### config.mk
export PLATFORM = sky130hd
export DESIGN_NAME = antifurto_timer
export DESIGN_NICKNAME = d
export VERILOG_FILES = /design/src/rtl/antifurto_timer.sv
export SDC_FILE = /design/constraint.sdc
export NUM_CORES = 1
export LEC_CHECK = 0
export ABC_AREA = 1
export CORE_MARGIN = 3
export CORE_UTILIZATION = 31
export CTS_BUF_LIST = sky130_fd_sc_hd__clkbuf_8
export DETAILED_ROUTE_END_ITERATION = 16
export GPL_TIMING_DRIVEN = 0
export HOLD_SLACK_MARGIN = 0.05
export PLACE_DENSITY = 0.59
export SYNTH_ARGS = -nofsm -noshare
export SYNTH_HDL_FRONTEND = slang
export SYNTH_SLANG_ARGS = --single-unit
### constraint.sdc
create_clock -name i_clock -period 1.33 [get_ports i_clock]
set_input_delay 0.133 -clock i_clock [delete_from_list [all_inputs] [get_ports i_clock]]
set_output_delay 0.133 -clock i_clock [all_outputs]
set_load 0.01 [all_outputs]
### src/rtl/antifurto_timer.sv
// Time base and countdown timer for the anti-theft controller: 1 Hz prescaler, four programmable delays.
// Define TIMER_READBACK_EN to add o_param_readback = delay[i_time_param_sel].
module antifurto_timer #(
    parameter int       CLK_FREQ_HZ  = 50_000_000,
    parameter bit [3:0] DEF_T_ARM    = 4'd6,
    parameter bit [3:0] DEF_T_DRIVER = 4'd8,
    parameter bit [3:0] DEF_T_PASS   = 4'd15,
    parameter bit [3:0] DEF_T_ALARM  = 4'd10
) (
    input  logic       i_clock,
    input  logic       i_reset_n,
    input  logic       i_start_timer,
    input  logic [1:0] i_interval,
    input  logic       i_reprogram,
    input  logic [1:0] i_time_param_sel,
    input  logic [3:0] i_time_value,
    output logic       o_expired,
    output logic       o_one_hz_enable,
    output logic       o_busy,
    output logic [3:0] o_remaining
`ifdef TIMER_READBACK_EN
    ,
    output logic [3:0] o_param_readback
`endif
);

    // state  | meaning
    // IDLE   | no countdown; remaining = 0
    // COUNT  | counting down on each prescaler wrap; a zero load expires on the next edge
    // EXPIRE | the single cycle in which expired is high
    typedef enum logic [1:0] {IDLE, COUNT, EXPIRE} state_t;

    localparam int             PW        = (CLK_FREQ_HZ > 1) ? $clog2(CLK_FREQ_HZ) : 1;
    localparam logic [PW-1:0]  PRESC_MAX = PW'(CLK_FREQ_HZ - 1);

    state_t        r_state;
    state_t        w_state_nxt;
    logic [PW-1:0] r_presc;
    logic [3:0]    r_delay [0:3];
    logic [3:0]    r_remaining;
    logic [3:0]    w_rem_nxt;
    logic [3:0]    w_sel_delay;
    logic          w_tick;
    logic          w_start;

    assign w_tick      = (r_presc == PRESC_MAX);
    assign w_start     = i_start_timer & ~i_reprogram;
    assign w_sel_delay = r_delay[i_interval];
    assign o_remaining = r_remaining;

`ifdef TIMER_READBACK_EN
    assign o_param_readback = r_delay[i_time_param_sel];
`endif

    always_comb begin
        w_state_nxt = r_state;
        w_rem_nxt   = r_remaining;
        if (i_reprogram) begin
            w_state_nxt = IDLE;
            w_rem_nxt   = 4'd0;
        end else if (i_start_timer) begin
            w_state_nxt = COUNT;
            w_rem_nxt   = w_sel_delay;
        end else begin
            case (r_state)
                COUNT: begin
                    if (r_remaining == 4'd0) begin
                        w_state_nxt = EXPIRE;
                    end else if (w_tick) begin
                        w_rem_nxt = r_remaining - 4'd1;
                        if (r_remaining == 4'd1) begin
                            w_state_nxt = EXPIRE;
                        end
                    end
                end
                EXPIRE:  w_state_nxt = IDLE;
                default: w_state_nxt = IDLE;
            endcase
        end
    end

    always_ff @(posedge i_clock or negedge i_reset_n) begin
        if (!i_reset_n) begin
            r_state         <= IDLE;
            r_presc         <= '0;
            r_remaining     <= 4'd0;
            r_delay[0]      <= DEF_T_ARM;
            r_delay[1]      <= DEF_T_DRIVER;
            r_delay[2]      <= DEF_T_PASS;
            r_delay[3]      <= DEF_T_ALARM;
            o_expired       <= 1'b0;
            o_one_hz_enable <= 1'b0;
            o_busy          <= 1'b0;
        end else begin
            r_state     <= w_state_nxt;
            r_remaining <= w_rem_nxt;
            if (w_start || w_tick) begin
                r_presc <= '0;
            end else begin
                r_presc <= r_presc + 1'b1;
            end
            if (i_reprogram) begin
                r_delay[i_time_param_sel] <= i_time_value;
            end
            o_one_hz_enable <= w_tick;
            o_expired       <= (w_state_nxt == EXPIRE);
            // busy drops on the edge that enters EXPIRE, and rises one cycle after a start from IDLE
            o_busy          <= (r_state == COUNT) && (w_state_nxt == COUNT);
        end
    end

endmodule

======== Yosys cells after proc, flatten, opt, wreduce, memory -nomap -nowiden ========
Cells that the tools add are included.
cells by class
  order comparisons ....................... 3
  add/subtract/negate cells ............... 2
  eq/ne operators ......................... 6
  muxes and demuxes ....................... 18
  reduce and logical (&&, ||, !) cells .... 7
  bitwise gates (word level) .............. 4
operators with widths
  kind                     number
  $mux W4                  8
  $add A26 B1 Y26 const B  1
  $eq A26 B26 Y1 const B   1
  $mux W26                 1
  $bwmux W16               1
  $mux W2                  6
  $bmux W4 S2              1
  $demux W4 S2             1
  $ge A3 B3 Y1 const B     2
  $not A2 Y3               2
  $reduce_bool A3 Y1       2
  $eq A2 B1 Y1 const B     2
  $eq A4 B1 Y1 const B     1
  $logic_not A4 Y1         1
  $sub A4 B1 Y4 const B    1
  $lt A3 B1 Y1 const B     1
  $ne A3 B3 Y1 const B     1
  $reduce_and A3 Y1        1
  $eq A2 B2 Y1 const B     1
  $logic_and A1 B1 Y1      2
  $and A1 B1 Y1            1
  $logic_or A1 B1 Y1       1
  $not A1 Y1               1
storage, ports and cells
  register bits after elaboration ......... 51
  input port bits ......................... 12

======== Longest topological paths before layout ========
Gate-level depths: netlist of the first run.
  word-level depth ........................ 9
  gate-level depth with buffers ........... 10

======== Least setup slack after synthesis of the first run ========
Ideal clock, no wire load.
  path kind ............................... register to register
  start point ............................. register r_presc[0]
  end point ............................... register r_presc[9]
  arrival time ............................ 1.325 ns
  period minus slack after synthesis ...... 1.449 ns
  setup slack ............................. -0.119 ns
  data required time ...................... 1.207 ns
  stages on the path, launching flop included .. 10
  cells stage by stage .................... dfrtp_1 -> ha_1 -> nand3_2 -> inv_2 -> nand2_2 -> nor2_4 -> nand2_2 -> nand2_4 -> buf_6 -> nor3_1
between the ends
  word-level cells in the longest chain between the ends .. 3
ends and longest elaborated chain
  what                                                     RTL line  source
  start: declaration                                       38        logic [PW-1:0] r_presc;
  start signal: assignment                                 100       r_presc <= r_presc + 1'b1;
  branches (longest 2 deep; another with $add A26 B1 Y26)  --
  $mux W26 (*)                                             97        if (w_start || w_tick) begin
Every way passes the cells marked *.
A chain may end at the register's enable or synchronous reset.

======== Final worst setup path of the first run ========
  start point ............................. register r_presc[0]
  end point ............................... register r_presc[6]
Same word-level chain as after synthesis.

==> run_results.csv, run 1 <==
group,metric,value,unit
status,status,"finished with violations",
status,violations,"negative setup slack",
die,dieArea,10300,µm²
finish,final_area,3660,µm²
finish,seqCellArea,1290,µm²
placement,dpl.hpwl,4660,µm
setup_path,max_stage_delay,0.44,ns
drt,via_per_inst,4.68,
drt,routed_wl,6620,µm
setup_path,end_kind,"flop",
synthesis,synth_edf_count,0,
synthesis,synth_top_area_cell,"dfrtp_1",
placement,gp_congestion,0.859,
drt,drt-met1-wl,3150,µm
hold_path,hold_class,"in -> reg",
setup_path,slowest_stage,"dfrtp_2",
synthesis,synth_top_area_frac,0.372,
die,pin_count,19,
setup_path,critical_path_class,"reg -> reg",
grt,antenna_found_initial,0,
finish,fin_util,0.416,
drt,drcViolationCount,0,
grt,track_usage,0.138,
synthesis,syn_area,2830,µm²
cts,htreeDepth,2,
synthesis,async_flop_share,1.00,
drt,wl_met2,3080,µm
drt,avgRoutedWirePerCell,12.1,µm
cts,root_buffer,"clkbuf_8",
power,p_leak,0.00163,µW
sta,finalCritPeriodShare,1.10,
sta,grt_setup_unrepaired,"yes",
sta,hold_viol,0,
finish,antennaDiodeCount,0,
grt,grt_max_degree,33,
setup_path,r2r_start,"r_presc[0]",
finish,nets,452,
finish,area_growth,29.6,%
setup_path,worstPathArrival,1.70,ns
synthesis,ys_seq_area_frac,0.456,
placement,post-place-ws,-0.281,ns
drt,top_layer,"met4",
setup_path,reg2reg_slack,-0.13,ns
finish,drive_above_1_share,0.256,
cts,clk_path_buf_depth,2,
placement,postPlaceCellArea,3160,µm²
setup_path,r2r_cells,9,
cts,cts_tree,"done",
die,die_h,101,µm
synthesis,synth_seq_cells,51,
die,start_util,0.321,
sta,setup_viol,33,
synthesis,syn_area_per_cell,7.32,µm²
sta,max_slew_margin,0.627,
cts,cts_buffers,5,
drt,drt_iter0_markers,101,
sta,fmax,0.684,GHz
power,p_per_area,945,nW/µm²
grt,gr-total-overflow,0,
drt,met3_length,219,µm
setup_path,critical_path_buf_inv_count,2,
sta,maxSlewViolCount,0,
die,core,8810,µm²
finish,final.fill_count,890,
setup_path,rr_endpoint,"r_presc[6]",
sta,period_needed,1.46,ns
synthesis,syn_inst,386,
drt,ant_nets,0,
finish,layout_commonest_cell,"nand2_1",
synthesis,synth_warnings,0,
grt,grt_pass1_wl,11400,µm
finish,final_cell_mix,"nand2_1 (101), nor2_1 (62), dfrtp_1 (39)",
run,drv_cap,0,
hold_path,min_to,"o_remaining[2]",
cts,insertion_delay,0.31,ns
drt,vias,2551,
setup_path,critical_path.startpoint_type,"flop",
synthesis,ys_types,28,
cts,clk_pin_slew,0.10,ns
cts,numClockSinks,51,
sta,finalWorstSetupSlack,-0.132,ns
drt,first_pass_iters,6,
synthesis,synth_top_flop_cell,"dfrtp_1",
setup_path,cp_top_family,"simple AND/OR/NAND/NOR gates",
setup_path,crit_top_cell,"nand2_4",
die,die_w,101,µm
setup_path,cp_max_fo,7,
synthesis,syn-num-nets,402,
hold_path,hold_start,"i_reprogram",
sta,worstMarginPinSlew,0.558,ns
setup_path,cp_data_required_time,1.56,ns
grt,first_global_vias,2407,
power,ir_drop,409,µV
synthesis,ys_top_cells_by_area,"dfrtp_1 (37%), nand2_1 (14%), nor2_1 (11%)",
sta,skew,0.00574,ns
power,power,3460,µW
placement,port_buffers,16,
die,rows,34,
finish,multiInputGateArea,1560,µm²
hold_path,worstHoldPathCells,4,
setup_path,worstPathCellList,"ha_4 > nand3_4 > inv_4 > nand2_4 > nor2_4 > nand2_2 > nand2_4 > buf_4 > nor3b_2",
[where the power goes]
part           total (µW)  switching (µW)  internal (µW)
Combinational         660             357            303
Clock                 962             536            426
Sequential           1840             112           1730
Total                3460            1000           2460
[tightest hold or removal path, cell delays in order]
cell and delay [ns]:
buf_2 0.17, a21oi_1 0.06, nand2_1 0.06, nand2_1 0.04
[per-stage QoR]
stage / hold slack (ns) / instances / setup TNS [ns]
after CTS: 0.172 / 542 / -2.96
final: 0.186 / 545 / -3.28
after global placement: 0.467 / 510 / -72.29
after floorplan: -0.163 / 386 / -1.17
after detailed placement: 0.108 / 511 / -7.49
after global routing: 0.208 / 545 / -6.05
[synthesized netlist by cell type (3+ instances only)]
| cell type | count |
|---|---|
| inv_1 | 41 |
| nor3_1 | 8 |
| dfstp_2 | 9 |
| nor3b_1 | 3 |
| nor2_2 | 4 |
| o21ai_0 | 22 |
| xor2_1 | 8 |
| dfrtp_1 | 42 |
| xnor2_1 | 4 |
| nand2_1 | 107 |
| nand2_2 | 4 |
| a21oi_1 | 8 |
| nor2_1 | 81 |
| ha_1 | 4 |
| nand3_1 | 23 |
[registers in the layout, summed over array words and instances (netlist names)]
register         count
r_presc             26
r_delay             16
o_remaining          4
r_state              2
o_busy               1
o_expired            1
o_one_hz_enable      1
[cells by family after synthesis]
group | share of synthesized area
AO/OA/AOI/OAI | 0.0580
XOR/XNOR | 0.0372
adder cells (fa/ha/maj) | 0.0177
buffers and inverters | 0.0673
flip-flops | 0.456
AND/OR/NAND/NOR | 0.364
[layout make-up]
class,instances,area share
Multi-Input combinational cell,289,0.427
Sequential cell,51,0.353
Timing Repair Buffer,43,0.103
Inverter,42,0.0437
Tap cell,108,0.0369
Clock buffer,6,0.0225
Buffer,4,0.00991
Clock inverter,2,0.00444
[metal layers]
metal / vias up / track usage
met5: - / 0
met4: 0 / 0.0634
met3: 14 / 0.0220
met2: 42 / 0.211
met1: 1195 / 0.193
li1: 1300 / -
[repair_timing]
action,4_1_cts,5_1_grt
hold buffers,1,0
hold endpoints to repair,19,0
pin swaps,15,10
resized for setup,32,37
buffers inserted,20,3
endpoints found under the setup margin,41,36
cloned,2,0
[worst max-delay path by stage]
stage	startpoint	depth (start not counted)	to	slack, ns
after floorplan	r_presc[0]	9	r_presc[9]	-0.06
after global placement	i_reset_n	1	r_presc[6]	-1.38
after detailed placement	r_presc[0]	9	r_presc[10]	-0.28
after CTS	r_presc[0]	9	r_presc[13]	-0.13
after global routing	r_presc[0]	9	r_presc[6]	-0.23
final	r_presc[0]	9	r_presc[6]	-0.13
Power figures use the tool's default switching activity.
==> inputs of run 2 (changes only) <==
--- a/config.mk
+++ b/config.mk
@@ -6,6 +6,7 @@
 export NUM_CORES = 1
 export LEC_CHECK = 0
 export ABC_AREA = 1
+export ABC_CLOCK_PERIOD_IN_PS = 1330
 export CORE_MARGIN = 3
 export CORE_UTILIZATION = 31
 export CTS_BUF_LIST = sky130_fd_sc_hd__clkbuf_8
==> results of run 2 <==
No change in the layout: final DEF, timing and power equal those of run 1.
